**src/rtl/jtkicker_intctl.sv**
```systemverilog
// Interrupt and control-latch block for the main CPU: masked edge-triggered
// channels with frame prescalers, write-1-to-clear acknowledge, control latch and watchdog.
module jtkicker_intctl #(
    parameter int unsigned     CH       = 2,
    parameter logic [CH*4-1:0] TRIG_DIV = '0,
    parameter int unsigned     WDOG_W   = 16,
    parameter bit              WDOG_EN  = 1'b1
) (
    input  logic          clk,
    input  logic          rst,
    input  logic          cpu_cen,
    input  logic          cs,
    input  logic          wr,
    input  logic [1:0]    addr,
    input  logic [7:0]    din,
    output logic [7:0]    dout,
    input  logic [CH-1:0] trig,
    output logic [CH-1:0] int_n,
    output logic [7:0]    ctrl,
    output logic          wdog_rst
);

    localparam int unsigned DW = 4;

    logic [CH-1:0] mask, mask_nxt;
    logic [CH-1:0] pend, pend_nxt;
    logic [CH-1:0] trig_l, qual, ack;
    logic [DW-1:0] divcnt     [CH];
    logic [DW-1:0] divcnt_nxt [CH];
    logic [7:0]    ctrl_nxt, dout_nxt;
    logic          reg_we;

    // Register writes, edge qualification and per-channel set/clear priority
    always_comb begin
        reg_we   = cs & wr & cpu_cen;
        mask_nxt = mask;
        ctrl_nxt = ctrl;
        ack      = '0;
        if (reg_we) begin
            case (addr)
                2'd0:    mask_nxt = din[CH-1:0];
                2'd1:    ctrl_nxt = din;
                2'd2:    ack      = din[CH-1:0];
                default: ;
            endcase
        end
        qual = trig & ~trig_l & mask;
        pend = ~int_n;
        for (int k = 0; k < CH; k++) begin
            pend_nxt[k]   = pend[k];
            divcnt_nxt[k] = divcnt[k];
            // Masking (including a mask cleared on this very write) overrides everything
            if (!mask_nxt[k]) begin
                pend_nxt[k]   = 1'b0;
                divcnt_nxt[k] = '0;
            end else if (qual[k] && divcnt[k] == TRIG_DIV[DW*k +: DW]) begin
                pend_nxt[k]   = 1'b1;
                divcnt_nxt[k] = '0;
            end else begin
                if (qual[k]) divcnt_nxt[k] = DW'(divcnt[k] + 4'd1);
                if (ack[k])  pend_nxt[k]   = 1'b0;
            end
        end
    end

    // Read mux; unused upper bits read back as ones
    always_comb begin
        dout_nxt = 8'hFF;
        if (cs && !wr) begin
            case (addr)
                2'd0:    dout_nxt[CH-1:0] = mask;
                2'd1:    dout_nxt[CH-1:0] = pend;
                2'd2:    dout_nxt         = ctrl;
                default: ;
            endcase
        end
    end

    always_ff @(posedge clk) begin
        if (rst) begin
            mask   <= '0;
            ctrl   <= '0;
            int_n  <= '1;
            trig_l <= '0;
            dout   <= 8'hFF;
            for (int k = 0; k < CH; k++) divcnt[k] <= '0;
        end else begin
            mask   <= mask_nxt;
            ctrl   <= ctrl_nxt;
            int_n  <= ~pend_nxt;
            trig_l <= trig;
            dout   <= dout_nxt;
            for (int k = 0; k < CH; k++) divcnt[k] <= divcnt_nxt[k];
        end
    end

    generate
        if (WDOG_EN) begin : g_wdog
            logic [WDOG_W-1:0] wcnt;
            logic              wdog_q;
            logic              kick;

            assign kick     = cs & wr & cpu_cen & (addr == 2'd3);
            assign wdog_rst = wdog_q;

            // Kick takes precedence over counting; expiry wraps the counter
            always_ff @(posedge clk) begin
                if (rst) begin
                    wcnt   <= '0;
                    wdog_q <= 1'b0;
                end else begin
                    wdog_q <= 1'b0;
                    if (cpu_cen) begin
                        if (kick) begin
                            wcnt <= '0;
                        end else if (&wcnt) begin
                            wcnt   <= '0;
                            wdog_q <= 1'b1;
                        end else begin
                            wcnt <= WDOG_W'(wcnt + WDOG_W'(1));
                        end
                    end
                end
            end
        end else begin : g_no_wdog
            assign wdog_rst = 1'b0;
        end
    endgenerate

endmodule

```
**config.mk**
```make
export PLATFORM = sky130hd
export DESIGN_NAME = jtkicker_intctl
export DESIGN_NICKNAME = d
export VERILOG_FILES = /design/src/rtl/jtkicker_intctl.sv
export SDC_FILE = /design/constraint.sdc
export NUM_CORES = 1
export LEC_CHECK = 0
export CORE_MARGIN = 8
export CORE_UTILIZATION = 52
export CTS_CLUSTER_SIZE = 8
export DETAILED_ROUTE_END_ITERATION = 10
export GPL_ROUTABILITY_DRIVEN = 0
export PLACE_DENSITY = 0.81
export SLEW_MARGIN = 0
export SYNTH_ARGS = -nofsm -noshare
export SYNTH_HDL_FRONTEND = slang
export SYNTH_SLANG_ARGS = --single-unit
```
**constraint.sdc**
```tcl
create_clock -name clk -period 2 [get_ports clk]
set_input_delay 0.6 -clock clk [delete_from_list [all_inputs] [get_ports clk]]
set_output_delay 0.6 -clock clk [all_outputs]
set_load 0.05 [all_outputs]
```
==> metrics <==
status finished clean; worst reg2reg path depth 6; Sink Count 47; Internal around 1.3 mW; core area 0.003971 sq mm; Post-CTS Resized 0; area added between synthesis and finish 26.08%; post-synth top area cell dfxtp_1; data required time of the critical path about 2.2 ns; Pins Over Slew Limit 0; synthesized net count 260; antenna-violating nets left 0; Max-Cap Viols 0; Buffers on Ports 35; Cell Area, Placed 0.002603 sq mm; sw frac 0.2386; Sw Pwr between 0.3 and 0.4 mW; Clock Root Buffer clkbuf_8; Residual DRC 0; worst vdd ir about 390 uV; Startpoint Class input pin; Mapped Avg Cell Area between 8 and 9 sq um; row cnt 23; Unique masters post-synth 48; Die X between 80 and 90 um; WHS Path Cells 1; most common cell in the netlist dfxtp_1; Crit Path Class input pin to flip-flop; Comb power frac 0.097; via-per-instance ratio 5.522; Hold Path Class flip-flop to flip-flop; total track usage 0.1576; final WL between 4000 and 5000 um; via count 1872; number of synthesized flops with an enable pin 0; num ports 36; ys flop type dfxtp_1; post-DP HPWL ~3600 um; antenna cell count 0; Tmin final around 1.9 ns; peak fanout along the critical path 7; Pre-Repair DR Iteration Count 4; largest net degree at the start of global routing 15; clk buf depth 2; top post-synthesis cells by area dfxtp_1 44%, nand2_1 4.0%, mux2i_1 3.8%; Yosys warnings 0; CTS tree yes; antenna violations before repair 0; Hold Vio Cnt, Final 0; die area around 0.0064 sq mm; RSZ-0062 raised after global routing false; final setup skew 0.009880 ns; clock network power share 0.329; endpoints failing setup 0; Post-synth ARST share 0; total grt overflow 0; fmax 0.5244 GHz; power per cell area between 600 and 700 mW/mm^2; setup slack, reg-to-reg ~0.37 ns; Tcrit/Tclk final 0.9535; Seq. cell area about 940 sq um; initial DRC count 100; fin area 0.002691 sq mm; CP Data Arrival Time approximately 2.1 ns; Initial Util 0.5375; setup bufs post-CTS 0; Worst-Margin Slew 0.4378 ns; global-route wire length before repair ~8200 um; sequential share of power 0.573; multi-input logic area 0.001097 sq mm; Clk Latency, worst-skew pair 0.30 ns; cell area after synthesis ~0.0021 sq mm; DR WL/cell 14.07 um; hold slack final 0.4800 ns; Seq cells post-synth between 40 and 50; post-layout net count 311; cts bufs inserted 5; Synth top area share 0.4408; vias in the first global route between 1500 and 2000; max_slew headroom 0.7078; Hold-fix buffers, CTS 0; final-layout fill cell count 312; Die Y around 80 um; sequential share of the synthesized area 0.4408; htree depth 2; clock-pin slew on the worst setup and hold paths roughly 0.090 ns; fraction of layout cells with a size suffix above 1 0.2111; CP endpoint kind flip-flop; Leak Pwr approximately 1.0 nW; Synth top cells by count 47 x dfxtp_1, 23 x nand2_1, 15 x nor2_1, 10 x inv_1, 10 x o21ai_0; Syn Inst Count around 240
==> power groups by stage <==
stage               Combinational [mW]  Clock (mW)  Sequential, mW
floorplan                       0.0556           0           0.992
detailed placement               0.160           0           0.975
global placement                 0.158           0           0.975
global route                     0.175       0.608           0.955
finish                           0.162       0.548           0.953
CTS                              0.161       0.560           0.953
==> final timing paths <==
path | from | end
worst max-delay path | rst | g_wdog.wcnt[10]
worst min-delay path | ctrl[6] | dout[6]
worst max register to register | g_wdog.wcnt[0] | g_wdog.wcnt[10]
worst min register to register | ctrl[6] | dout[6]
==> cell type report <==
class | count | area share
clock buffer | 5 | 0.02557
clock inverter | 2 | 0.005114
inverter | 10 | 0.01395
multi-input combinational | 168 | 0.4077
sequential | 47 | 0.3496
tap | 50 | 0.02325
timing repair buffer | 57 | 0.1748
==> critical path, cell delays in order <==
cell and delay [ns]:
clkdlybuf4s50_1 0.58, inv_1 0.17, nand3_1 0.16, buf_4 0.20, or3_1 0.33, o211ai_1 0.09
==> registers in the layout (all words and copies together) (netlist names) <==
signal,count
ctrl,8
divcnt,8
dout,8
g_wdog.wcnt,16
int_n,2
mask,2
trig_l,2
wdog_rst,1
==> kinds of logic (layout without fill, tap and decap cells) <==
kind of cell | Yosys count | count (layout) | synth area share
and+or+nand+nor | 101 | 101 | 0.2655
AOI/OAI and AO/OA | 48 | 48 | 0.1553
DFF | 47 | 47 | 0.4408
buffers and inverters | 23 | 74 | 0.04689
muxes | 8 | 8 | 0.03752
xor gates and xnor gates | 6 | 6 | 0.02462
adders and majority gates | 5 | 5 | 0.02931
==> metrics by stage <==
| stage | power [mW] | setup slack, ns | TNS, ns | instances | util |
|---|---|---|---|---|---|
| after floorplan | 1.048 | 0.4146 | 0 | 238 | - |
| after global placement | 1.133 | -0.1559 | -4.255 | 332 | 0.6553 |
| after detailed placement | 1.136 | -0.2177 | -5.794 | 332 | 0.6553 |
| after CTS | 1.675 | 0.08468 | 0 | 339 | 0.6761 |
| after global routing | 1.738 | 0.004830 | 0 | 339 | 0.6777 |
| final | 1.663 | 0.09302 | 0 | 339 | 0.6777 |
==> layout by cell type (no fill, tap or decap), types with 6 or more instances in the layout <==
master	instances
dfxtp_1	47
buf_4	41
or2_2	6
nand4_1	7
o21ai_0	10
nand2_1	23
inv_1	10
nand3_1	8
clkdlybuf4s50_1	15
a21oi_1	7
nor2_1	14
nor3_1	9
mux2i_1	8
==> metal layers <==
metal  vias up  wire, um  track usage
li1        955         -            -
met1       876      2148       0.1926
met4         0        46      0.04364
met3         4       213      0.04464
met5         -         0            0
met2        37      2363       0.2627
Note: power is estimated with default switching activity, not from simulation.
